<file path="config.mk">
export PLATFORM = sky130hd
export DESIGN_NAME = bit_permute_pipe_flat
export DESIGN_NICKNAME = d
export VERILOG_FILES = /design/src/rtl/perm_pkg.sv /design/src/rtl/bit_permute_pipe_if.sv /design/src/rtl/perm_map_table.sv /design/src/rtl/bit_permute_pipe.sv /design/src/flat_wrapper.sv
export SDC_FILE = /design/constraint.sdc
export NUM_CORES = 1
export LEC_CHECK = 0
export ABC_AREA = 1
export CORE_UTILIZATION = 60
export DETAILED_ROUTE_END_ITERATION = 7
export PLACE_DENSITY = 0.95
export SKIP_CTS_REPAIR_TIMING = 1
export SLEW_MARGIN = 5
export SYNTH_ARGS = -nofsm -noshare
export SYNTH_HDL_FRONTEND = slang
export SYNTH_HIERARCHICAL = 1
export SYNTH_SLANG_ARGS = --single-unit
</file>
<file path="constraint.sdc">
create_clock -name clk -period 3.61 [get_ports clk]
set_clock_uncertainty 0.1 [all_clocks]
set_input_delay 0.722 -clock clk [delete_from_list [all_inputs] [get_ports clk]]
set_output_delay 0.722 -clock clk [all_outputs]
set_load 0.005 [all_outputs]
</file>
<file path="src/rtl/perm_pkg.sv">
// Shared types and helpers for the bit permutation pipeline.
// The mode travels with each word, so a stream can mix fixed and table-driven routing.
package perm_pkg;

  localparam int unsigned MaxWidth = 64;

  typedef enum logic [1:0] {
    PASS     = 2'd0,
    REV      = 2'd1,
    MAP      = 2'd2,
    MAP_MASK = 2'd3
  } mode_e;

  // Operates on a right-aligned MaxWidth container so one helper serves any WIDTH <= MaxWidth.
  function automatic logic [MaxWidth-1:0] reverse_bits(input logic [MaxWidth-1:0] a,
                                                       input int unsigned       width);
    logic [MaxWidth-1:0] r;
    r = '0;
    for (int unsigned i = 0; i < MaxWidth; i++) begin
      if (i < width) r[i] = a[width-1-i];
    end
    return r;
  endfunction

endpackage

</file>
<file path="src/rtl/bit_permute_pipe_if.sv">
// Stream and table-write signals of the bit permutation pipeline.
// master drives words and table writes; slave is the pipeline itself.
interface bit_permute_pipe_if
  import perm_pkg::*;
#(
  parameter int unsigned WIDTH = 8,
  parameter int unsigned IDX_W = $clog2(WIDTH)
) ();

  logic             in_valid;
  logic             in_ready;
  logic [WIDTH-1:0] in_data;
  logic [WIDTH-1:0] in_mask;
  mode_e            in_mode;
  logic             out_valid;
  logic             out_ready;
  logic [WIDTH-1:0] out_data;
  logic             cfg_we;
  logic [IDX_W-1:0] cfg_idx;
  logic [IDX_W-1:0] cfg_src;
  logic             cfg_ready;

  modport master (
    output in_valid, in_data, in_mask, in_mode, out_ready, cfg_we, cfg_idx, cfg_src,
    input  in_ready, out_valid, out_data, cfg_ready
  );

  modport slave (
    input  in_valid, in_data, in_mask, in_mode, out_ready, cfg_we, cfg_idx, cfg_src,
    output in_ready, out_valid, out_data, cfg_ready
  );

endinterface

</file>
<file path="src/rtl/perm_map_table.sv">
// Source-index map table: identity after reset, one entry written per accepted request,
// with a registered flag telling whether the table is currently a bijection.
module perm_map_table
  import perm_pkg::*;
#(
  parameter int unsigned WIDTH = 8,
  parameter int unsigned IDX_W = $clog2(WIDTH)
) (
  input  logic                   clk,
  input  logic                   rst_n,
  input  logic                   we,
  input  logic [IDX_W-1:0]       idx,
  input  logic [IDX_W-1:0]       src,
  output logic [WIDTH*IDX_W-1:0] map_flat,
  output logic                   perm_ok
);

  localparam int unsigned Slots = 2 ** IDX_W;

  logic [IDX_W-1:0] map_q [WIDTH];
  logic [Slots-1:0] in_range;
  logic [WIDTH-1:0] used;
  logic             perm_ok_q;

  // Writes naming a bit beyond WIDTH (non power-of-two widths only) are dropped.
  always_comb begin
    in_range = '0;
    for (int unsigned k = 0; k < Slots; k++) in_range[k] = (k < WIDTH);
  end

  always_comb begin
    used = '0;
    for (int unsigned i = 0; i < WIDTH; i++) begin
      for (int unsigned s = 0; s < WIDTH; s++) begin
        if (map_q[i] == IDX_W'(s)) used[s] = 1'b1;
      end
    end
  end

  always_comb begin
    map_flat = '0;
    for (int unsigned i = 0; i < WIDTH; i++) map_flat[i*IDX_W +: IDX_W] = map_q[i];
  end

  always_ff @(posedge clk) begin
    if (!rst_n) begin
      for (int unsigned i = 0; i < WIDTH; i++) map_q[i] <= IDX_W'(i);
      perm_ok_q <= 1'b1;
    end else begin
      if (we && in_range[idx] && in_range[src]) map_q[idx] <= src;
      perm_ok_q <= &used;
    end
  end

  assign perm_ok = perm_ok_q;

endmodule

</file>
<file path="src/rtl/bit_permute_pipe.sv">
// Two-stage valid/ready bit permutation pipeline: S1 holds the accepted word, S2 the result.
// Table writes are only taken with both stages empty, so no in-flight word sees a table change.
module bit_permute_pipe
  import perm_pkg::*;
#(
  parameter int unsigned WIDTH = 8,
  parameter int unsigned IDX_W = $clog2(WIDTH),
  parameter int unsigned CNT_W = 16
) (
  input  logic              clk,
  input  logic              rst_n,
  bit_permute_pipe_if.slave bus,
  output logic              perm_ok,
  output logic [CNT_W-1:0]  xfer_cnt
);

  logic                   s1_valid_q, s1_valid_d;
  logic [WIDTH-1:0]       s1_data_q, s1_data_d;
  logic [WIDTH-1:0]       s1_mask_q, s1_mask_d;
  mode_e                  s1_mode_q, s1_mode_d;
  logic                   out_valid_q, out_valid_d;
  logic [WIDTH-1:0]       out_data_q, out_data_d;
  logic [CNT_W-1:0]       cnt_q, cnt_d;
  logic [WIDTH*IDX_W-1:0] map_flat;
  logic [WIDTH-1:0]       rev;
  logic [WIDTH-1:0]       perm;
  logic [IDX_W-1:0]       src;
  logic                   s2_advance, cfg_fire, in_fire, out_fire;

  assign s2_advance    = !out_valid_q || bus.out_ready;
  assign bus.cfg_ready = !s1_valid_q && !out_valid_q;
  assign cfg_fire      = bus.cfg_we && bus.cfg_ready;
  // A table write wins over a word offered in the same cycle.
  assign bus.in_ready  = (!s1_valid_q || s2_advance) && !cfg_fire;
  assign in_fire       = bus.in_valid && bus.in_ready;
  assign out_fire      = out_valid_q && bus.out_ready;

  perm_map_table #(
    .WIDTH (WIDTH),
    .IDX_W (IDX_W)
  ) u_map_table (
    .clk      (clk),
    .rst_n    (rst_n),
    .we       (cfg_fire),
    .idx      (bus.cfg_idx),
    .src      (bus.cfg_src),
    .map_flat (map_flat),
    .perm_ok  (perm_ok)
  );

  always_comb begin
    rev  = WIDTH'(reverse_bits(MaxWidth'(s1_data_q), WIDTH));
    perm = '0;
    src  = '0;
    for (int unsigned i = 0; i < WIDTH; i++) begin
      src = map_flat[i*IDX_W +: IDX_W];
      case (s1_mode_q)
        PASS:     perm[i] = s1_data_q[i];
        REV:      perm[i] = rev[i];
        MAP:      perm[i] = s1_data_q[src];
        MAP_MASK: perm[i] = s1_data_q[src] & s1_mask_q[i];
      endcase
    end
  end

  always_comb begin
    s1_valid_d  = s1_valid_q;
    s1_data_d   = s1_data_q;
    s1_mask_d   = s1_mask_q;
    s1_mode_d   = s1_mode_q;
    out_valid_d = out_valid_q;
    out_data_d  = out_data_q;
    if (in_fire) begin
      s1_valid_d = 1'b1;
      s1_data_d  = bus.in_data;
      s1_mask_d  = bus.in_mask;
      s1_mode_d  = bus.in_mode;
    end else if (s2_advance) begin
      s1_valid_d = 1'b0;
    end
    if (s2_advance) begin
      out_valid_d = s1_valid_q;
      if (s1_valid_q) out_data_d = perm;
    end
    cnt_d = cnt_q + CNT_W'(out_fire);
  end

  always_ff @(posedge clk) begin
    if (!rst_n) begin
      s1_valid_q  <= 1'b0;
      s1_data_q   <= '0;
      s1_mask_q   <= '0;
      s1_mode_q   <= PASS;
      out_valid_q <= 1'b0;
      out_data_q  <= '0;
      cnt_q       <= '0;
    end else begin
      s1_valid_q  <= s1_valid_d;
      s1_data_q   <= s1_data_d;
      s1_mask_q   <= s1_mask_d;
      s1_mode_q   <= s1_mode_d;
      out_valid_q <= out_valid_d;
      out_data_q  <= out_data_d;
      cnt_q       <= cnt_d;
    end
  end

  assign bus.out_valid = out_valid_q;
  assign bus.out_data  = out_data_q;
  assign xfer_cnt      = cnt_q;

endmodule
</file>
<file path="src/flat_wrapper.sv">
// flat-port wrapper written by rule: the top's interface ports become plain ports
module bit_permute_pipe_flat import perm_pkg::*;
#(
  parameter int unsigned WIDTH = 8,
  parameter int unsigned IDX_W = $clog2(WIDTH),
  parameter int unsigned CNT_W = 16
)
  (clk, rst_n, perm_ok, xfer_cnt, bus_in_valid, bus_in_data, bus_in_mask, bus_in_mode, bus_out_ready, bus_cfg_we, bus_cfg_idx, bus_cfg_src, bus_in_ready, bus_out_valid, bus_out_data, bus_cfg_ready);
  bit_permute_pipe_if #(.WIDTH(WIDTH), .IDX_W(IDX_W)) bus_i ();
  input  logic clk;
  input  logic rst_n;
  output logic perm_ok;
  output logic [CNT_W-1:0] xfer_cnt;
  input wire logic [$bits(bus_i.in_valid)-1:0] bus_in_valid;
  input wire logic [$bits(bus_i.in_data)-1:0] bus_in_data;
  input wire logic [$bits(bus_i.in_mask)-1:0] bus_in_mask;
  input wire logic [$bits(bus_i.in_mode)-1:0] bus_in_mode;
  input wire logic [$bits(bus_i.out_ready)-1:0] bus_out_ready;
  input wire logic [$bits(bus_i.cfg_we)-1:0] bus_cfg_we;
  input wire logic [$bits(bus_i.cfg_idx)-1:0] bus_cfg_idx;
  input wire logic [$bits(bus_i.cfg_src)-1:0] bus_cfg_src;
  output wire logic [$bits(bus_i.in_ready)-1:0] bus_in_ready;
  output wire logic [$bits(bus_i.out_valid)-1:0] bus_out_valid;
  output wire logic [$bits(bus_i.out_data)-1:0] bus_out_data;
  output wire logic [$bits(bus_i.cfg_ready)-1:0] bus_cfg_ready;
  assign bus_i.in_valid = bus_in_valid;
  assign bus_i.in_data = bus_in_data;
  assign bus_i.in_mask = bus_in_mask;
  assign bus_i.in_mode = bus_in_mode;
  assign bus_i.out_ready = bus_out_ready;
  assign bus_i.cfg_we = bus_cfg_we;
  assign bus_i.cfg_idx = bus_cfg_idx;
  assign bus_i.cfg_src = bus_cfg_src;
  assign bus_in_ready = bus_i.in_ready;
  assign bus_out_valid = bus_i.out_valid;
  assign bus_out_data = bus_i.out_data;
  assign bus_cfg_ready = bus_i.cfg_ready;
  bit_permute_pipe #(.WIDTH(WIDTH), .IDX_W(IDX_W), .CNT_W(CNT_W)) u_core (.clk(clk), .rst_n(rst_n), .bus(bus_i), .perm_ok(perm_ok), .xfer_cnt(xfer_cnt));
endmodule
</file>
==> results of run 1 <==
-- synthesized netlist by cell type (6+ instances only) --
master,count,share of area (%)
sky130_fd_sc_hd__o21ai_0,19,2.3
sky130_fd_sc_hd__buf_2,6,0.72
sky130_fd_sc_hd__clkbuf_1,10,0.90
sky130_fd_sc_hd__dfxtp_1,45,21
sky130_fd_sc_hd__inv_1,77,6.9
sky130_fd_sc_hd__nand3b_1,10,1.8
sky130_fd_sc_hd__nand3_1,119,14
sky130_fd_sc_hd__inv_2,16,1.4
sky130_fd_sc_hd__o21ai_1,12,1.4
sky130_fd_sc_hd__edfxtp_1,24,17
sky130_fd_sc_hd__o22ai_1,8,1.2
sky130_fd_sc_hd__a21oi_1,44,5.3
sky130_fd_sc_hd__nor2_1,59,5.3
sky130_fd_sc_hd__nand2_1,166,15
-- worst min-delay path by stage --
stage | from | slack [ns] | endpoint | cells after the start
final | u_core/s1_mask_q[6] | 0.36 | u_core/s1_mask_q[6] | 2
after global routing | u_core/s1_mask_q[5] | 0.40 | u_core/s1_mask_q[5] | 2
after detailed placement | u_core/s1_mask_q[3] | 0.35 | u_core/s1_mask_q[3] | 2
after floorplan | u_core/s1_mask_q[5] | 0.33 | u_core/s1_mask_q[5] | 2
after global placement | u_core/s1_mask_q[5] | 0.35 | u_core/s1_mask_q[5] | 2
after CTS | u_core/s1_mask_q[3] | 0.36 | u_core/s1_mask_q[3] | 2
-- worst max-delay path: stages --
cell and delay, ns:
sky130_fd_sc_hd__clkdlybuf4s50_1 0.49, sky130_fd_sc_hd__inv_1 0.07, sky130_fd_sc_hd__nand3_1 0.09, sky130_fd_sc_hd__nand2_1 0.08, sky130_fd_sc_hd__inv_2 0.08, sky130_fd_sc_hd__clkdlybuf4s50_1 0.50
-- registers in the layout (all words and copies together) (netlist names), 2 cells and up --
signal / flops
u_core/s1_mask_q: 8
u_core/xfer_cnt: 16
u_core/s1_data_q: 8
u_core/u_map_table/map_q: 24
u_core/bus.out_data: 8
u_core/s1_mode_q: 2
-- kinds of logic after synthesis --
logic type | Yosys count | synth area share (%)
AOI/OAI and AO/OA | 84 | 10.3
adders and majority gates | 2 | 0.597
buffers and inverters | 112 | 10.7
DFF | 69 | 38.7
and+or+nand+nor | 372 | 39.6
-- power groups by stage --
| stage | clock network [mW] | logic [mW] | registers [mW] |
|---|---|---|---|
| floorplan | 0 | 0.169 | 0.873 |
| global placement | 0 | 0.243 | 0.879 |
| detailed placement | 0 | 0.253 | 0.882 |
| CTS | 0.600 | 0.257 | 0.864 |
| global route | 0.631 | 0.291 | 0.869 |
| finish | 0.596 | 0.262 | 0.866 |
-- routing by layer --
metal / global-route usage [%] / wire [um] / vias up
li1: - / - / 2182
met1: 36.8 / 4390 / 2075
met2: 54.6 / 5620 / 252
met3: 6.45 / 837 / 45
met4: 15.9 / 457 / 0
met5: 0 / 0 / -
-- final cells by class --
cell class	instances	area, sq um	share of cell area (%)
clock buffers	12	155	3.14
inverters	93	349	7.06
multi-input cells	458	2120	42.9
repair buffers	57	568	11.5
clock inverters	4	28.8	0.582
well taps	80	100	2.03
flip-flops and latches	69	1620	32.8
==> Flow_metrics.wiki, run 1 <==
{| class="wikitable"
! Metric !! Value
|-
| Maximum number of pins on one net before global-route repair || 39
|-
| Switching power || 0.495 mW
|-
| Final period util || 78.7%
|-
| Maximum frequency from static timing analysis || 352 MHz
|-
| Most instantiated flip-flop cell in the synthesis netlist || sky130_fd_sc_hd__dfxtp_1
|-
| CTS tree || built
|-
| Yosys warning total || 6
|-
| Launch point of the worst reg-to-reg path || u_core/bus.out_valid
|-
| Post-synth ARST share || 0%
|-
| First-pass GRT wire length || 18.3 mm
|-
| Hold Worst Slack || 0.359 ns
|-
| Routed Wire Length || 11.3 mm
|-
| Tightest Pin Transition || 0.423 ns
|-
| Reg clk slew, reported paths || 0.08 ns
|-
| Clock Sinks || 69
|-
| Post-layout net count || 719
|-
| Total Neg Setup Slack || 0 ns
|-
| Number of distinct standard cells referenced by the synthesized netlist || 25
|-
| Critical R2R Capture || u_core/xfer_cnt[12]
|-
| Clk pwr share || 34.6%
|-
| Sort of element at the start of the critical path || input pin
|-
| Post-Layout Cell Count || 773
|-
| Row Count || 30
|-
| WL/cell || 14.6 um
|-
| Reported max-cap violation count || 0
|-
| Layout cells sized above 1 || 6.49%
|-
| Full die area || 0.00732 sq mm
|-
| Category of the critical setup timing path || in -> out
|-
| Critical Path End || bus_in_ready
|-
| P_int || 1.23 mW
|-
| Top-Level Pins || 57
|-
| Cell count after synthesis || 639
|-
| Overall global routing resource usage || 31.4%
|-
| Total design power || 1.72 mW
|-
| Setup repair after global routing missed its margin || no
|-
| Setup-failing EPs final || 0
|-
| Commonest non-fill, non-tap cells in the layout || sky130_fd_sc_hd__nand2_1 (166), sky130_fd_sc_hd__nand3_1 (119), sky130_fd_sc_hd__inv_1 (77), sky130_fd_sc_hd__nor2_1 (59), sky130_fd_sc_hd__clkdlybuf4s50_1 (56)
|-
| Area of placed instances || 0.00476 sq mm
|-
| Depth of the most critical reg-to-reg path || 12
|-
| Tightest slew margin relative to the limit || 71.5%
|-
| Vias in the first global route || 4,133
|-
| Average vias per placed instance || 5.89
|-
| Post-synthesis sequential area ratio || 38.7%
|-
| Height of the die || 85.6 um
|-
| Net Count, Synth || 670
|-
| Width of the die || 85.6 um
|-
| Filler cell count in the final layout || 514
|-
| Setup crit start || bus_out_ready
|-
| GR Overflow Total || 0
|-
| Layout overhead on the synthesized area || 17.9%
|-
| First-pass iteration count of the detailed router || 8
|-
| Initial antenna violation count || 0
|-
| Maximum buffer depth of the clock tree || 2
|-
| Number of instances in the placed design || 757
|-
| Number of antenna cells inserted || 0
|-
| Cell area after layout || 0.00494 sq mm
|-
| Clock latency of the later-clocked register in the worst-skew pair || 0.35 ns
|-
| Synthesis-stage register bit count || 69
|-
| Final Hold Violating Endpoints || 0
|-
| Worst Slack Setup Final || 0.768 ns
|-
| Number of buffers created by CTS || 9
|-
| Number of flops mapped to enable cells by yosys || 24
|-
| Crit-path max FO || 2
|-
| Worst endpoint required time || 2.79 ns
|-
| Sequential power share || 50.2%
|-
| Data arrival, critical path || 2.02 ns
|-
| Leakage power || 2.31 nW
|-
| Number of pins exceeding their max-slew limit in the final report || 0
|-
| Worst-case vdd ir drop || 0.200 mV
|-
| DRC violation total after the first TritonRoute iteration || 529
|-
| Endpoint class of the critical path || output port
|-
| Post-DP HPWL || 7.80 mm
|-
| Failing checks || design-rule violations
|-
| Power per Cell Area || 349 mW/mm^2
|-
| Worst reg-to-reg setup slack || 1.69 ns
|-
| Initial Utilization || 62.0%
|-
| Type of the tightest min-delay check || reg -> reg
|-
| Result of the run || finished with violations
|-
| Core box area || 0.00676 sq mm
|-
| Final core utilization || 73.1%
|-
| Number of antenna-violating nets in the routed design || 0
|-
| Post-Syn Area || 0.00419 sq mm
|-
| Part of the total power dissipated in combinational logic || 15.2%
|-
| Commonest non-fill, non-tap cell in the layout || sky130_fd_sc_hd__nand2_1
|-
| Number of remaining DRC errors || 1
|-
| Root Buffer Master || sky130_fd_sc_hd__clkbuf_8
|-
| Placer congestion estimate || 0.905
|-
| Post-placement worst setup slack || 0.785 ns
|-
| Vias after detailed routing || 4,554
|-
| Final Critical Period || 2.84 ns
|-
| Switching part of the total || 28.7%
|-
| Mapped Avg Cell Area || 6.56 sq um
|-
| Number of levels in the clock H-tree || 3
|-
| Number of buffers inserted by port buffering || 56
|}
Note: power is estimated with default switching activity, not from simulation.
==> inputs of run 2 (changes only) <==
Settings changed: CORE_UTILIZATION 60 to 50, PLACE_DENSITY 0.95 to 0.87.
Clock period 3.61 ns to 2.6 ns, I/O delays scaled along.
==> run 2 against run 1 <==
The run now ends clean. Global-route usage is 5.7 points lower. Sequential cell count stayed put. Cell count is 3.2% higher. Non-clock buffer count stayed put. Power is 44% higher. Critical endpoint unchanged.
==> Flow_metrics.wiki, run 2 (same netlist as run 1, synthesis figures left out) <==
{| class="wikitable"
! Metric !! Value
|-
| Final period util || 92.6%
|-
| Overall global routing resource usage || 25.7% (was 31.4%)
|-
| Number of levels in the clock H-tree || 3 (unchanged)
|-
| Initial antenna violation count || 0 (unchanged)
|-
| Number of flip-flops in the largest register || 24 (unchanged)
|-
| Sort of element at the start of the critical path || input pin (unchanged)
|-
| Root Buffer Master || sky130_fd_sc_hd__clkbuf_8 (unchanged)
|-
| Total Neg Setup Slack || 0 ns (unchanged)
|-
| Setup repair after global routing missed its margin || no (unchanged)
|-
| Number of buffers created by CTS || 9 (unchanged)
|-
| Crit-path cells || clkdlybuf4s50_1, inv_1, nand3_1, nand2_1, inv_2, clkdlybuf4s50_1 (unchanged)
|-
| First-pass GRT wire length || 17.8 mm (was 18.3 mm)
|-
| Commonest non-fill, non-tap cells in the layout || sky130_fd_sc_hd__nand2_1 (166), sky130_fd_sc_hd__nand3_1 (119), sky130_fd_sc_hd__inv_1 (77), sky130_fd_sc_hd__nor2_1 (59), sky130_fd_sc_hd__clkdlybuf4s50_1 (56) (unchanged)
|-
| DRC violation total after the first TritonRoute iteration || 404 (was 529)
|-
| Data arrival, critical path || 1.79 ns (was 2.02 ns)
|-
| Largest register by flop count || u_core/u_map_table/map_q (unchanged)
|-
| Type of the tightest min-delay check || reg -> reg (unchanged)
|-
| Crit-path max FO || 2 (unchanged)
|-
| Hold Worst Slack || 0.367 ns (was 0.359 ns)
|-
| Number of buffers inserted by port buffering || 56 (unchanged)
|-
| Post-layout net count || 719 (unchanged)
|-
| Worst-case vdd ir drop || 0.270 mV (was 0.200 mV)
|-
| Post-DP HPWL || 7.73 mm (was 7.80 mm)
|-
| Register cell area after layout || 0.00162 sq mm (unchanged)
|-
| Power per Cell Area || 495 mW/mm^2 (was 349 mW/mm^2)
|-
| Commonest non-fill, non-tap cell in the layout || sky130_fd_sc_hd__nand2_1 (unchanged)
|-
| Reported max-cap violation count || 0 (unchanged)
|-
| Number of antenna-violating nets in the routed design || 0 (unchanged)
|-
| Number of instances in the placed design || 782 (was 757)
|-
| Width of the die || 93.6 um (was 85.6 um)
|-
| Cell repeated most along the worst path || sky130_fd_sc_hd__clkdlybuf4s50_1 (unchanged)
|-
| Average vias per placed instance || 5.50 (was 5.89)
|-
| Maximum cell stage delay along the critical path || 0.50 ns (about the same)
|-
| Placer congestion estimate || 0.846 (was 0.905)
|-
| Worst endpoint required time || 1.98 ns (was 2.79 ns)
|-
| Filler cell count in the final layout || 728 (was 514)
|-
| Reg clk slew, reported paths || 0.07 ns (was 0.08 ns)
|-
| Maximum number of pins on one net before global-route repair || 47 (was 39)
|-
| Core box area || 0.00818 sq mm (was 0.00676 sq mm)
|-
| Master of the slowest instance on the critical path || sky130_fd_sc_hd__clkdlybuf4s50_1 (unchanged)
|-
| Setup-failing EPs final || 0 (unchanged)
|-
| Full die area || 0.00875 sq mm (was 0.00732 sq mm)
|-
| Leakage power || 2.32 nW (was 2.31 nW)
|-
| Endpoint class of the critical path || output port (unchanged)
|-
| Clock Sinks || 69 (unchanged)
|-
| Initial Utilization || 51.3% (was 62.0%)
|-
| Routed Wire Length || 10.6 mm (was 11.3 mm)
|-
| WL/cell || 13.3 um (was 14.6 um)
|-
| Post-placement worst setup slack || 0.209 ns (was 0.785 ns)
|-
| CTS tree || built (unchanged)
|-
| Worst Slack Setup Final || 0.193 ns (was 0.768 ns)
|-
| First-pass iteration count of the detailed router || 5 (was 8)
|-
| Tightest slew margin relative to the limit || 71.1% (was 71.5%)
|-
| Number of remaining DRC errors || 0 (was 1)
|-
| Layout cells sized above 1 || 6.49% (unchanged)
|-
| Final Critical Period || 2.41 ns
|-
| Final Hold Violating Endpoints || 0 (unchanged)
|-
| Cell family with the largest share of critical-path delay || buffers and inverters (unchanged)
|-
| Top-Level Pins || 57 (unchanged)
|-
| Maximum buffer depth of the clock tree || 2 (unchanged)
|-
| Height of the die || 93.6 um (was 85.6 um)
|-
| Vias in the first global route || 4,167 (was 4,133)
|-
| Multi-input logic area || 0.00212 sq mm (unchanged)
|-
| Bufs and invs on worst path || 4 (unchanged)
|-
| Maximum frequency from static timing analysis || 415 MHz
|-
| Row Count || 33 (was 30)
|-
| Layout overhead on the synthesized area || 19.5% (was 17.9%)
|-
| Number of antenna cells inserted || 0 (unchanged)
|-
| Post-Layout Cell Count || 798 (was 773)
|-
| Category of the critical setup timing path || in -> out (unchanged)
|-
| Tightest Pin Transition || 0.434 ns (was 0.423 ns)
|-
| Number of pins exceeding their max-slew limit in the final report || 0 (unchanged)
|-
| Result of the run || completed (was finished with violations)
|-
| Vias after detailed routing || 4,392 (was 4,554)
|-
| Clock latency of the later-clocked register in the worst-skew pair || 0.34 ns (was 0.35 ns)
|-
| GR Overflow Total || 0 (unchanged)
|}
run 2: cell count changes in the layout (fill, tap and decap cells not counted):
cell | before | now
sky130_fd_sc_hd__clkinv_1 | 0 | 1
sky130_fd_sc_hd__clkbuf_8 | 11 | 10
sky130_fd_sc_hd__clkinv_4 | 1 | 0
sky130_fd_sc_hd__inv_4 | 1 | 0
sky130_fd_sc_hd__clkbuf_1 | 1 | 0
sky130_fd_sc_hd__clkbuf_16 | 0 | 1
sky130_fd_sc_hd__clkinvlp_4 | 0 | 1
sky130_fd_sc_hd__bufinv_16 | 0 | 1
run 2: path summary, 6_finish.rpt:
check | start | end | slack, ns | cells after the start
min reg2reg | u_core/s1_mask_q[0] | u_core/s1_mask_q[0] | 0.37 | 2
min | u_core/s1_mask_q[0] | u_core/s1_mask_q[0] | 0.37 | 2
max reg2reg | u_core/bus.out_valid | u_core/xfer_cnt[12] | 0.78 | 12
max | bus_out_ready | bus_in_ready | 0.19 | 6
run 2: layer usage:
| metal | vias up | wire, um | track usage (%) |
|---|---|---|---|
| met1 | 1952 | 4320 | 30.1 |
| li1 | 2175 | - | - |
| met2 | 219 | 5180 | 45.0 |
| met5 | - | 0 | 0 |
| met4 | 0 | 372 | 13.1 |
| met3 | 46 | 748 | 4.31 |
run 2: final cells by class:
cell class              instances  area share (%)
repair buffers                 57            11.3
flip-flops and latches         69            32.4
clock buffers                  11            3.25
multi-input cells             458            42.3
well taps                     105            2.62
inverters                      93            6.97
clock inverters                 5            1.10
run 2: power by group:
group	switching (mW)	leakage (nW)	internal, mW
combinational	0.214	1.63	0.143
clock	0.396	0.109	0.526
sequential	0.0391	0.577	1.16
total	0.650	2.32	1.83
run 2: per-stage QoR:
stage	power, mW	util [%]	area (sq um)
finish	2.48	61.2	5010
floorplan	1.45	-	4190
global placement	1.56	58.6	4790
detailed placement	1.57	58.6	4790
global route	2.59	61.2	5010
CTS	2.49	61.2	5010
run 2: tightest hold or removal path, cell delays in order, from the launching register on:
cell                      delay (ns)
sky130_fd_sc_hd__dfxtp_1        0.30
sky130_fd_sc_hd__inv_1          0.06
sky130_fd_sc_hd__a21oi_1        0.06
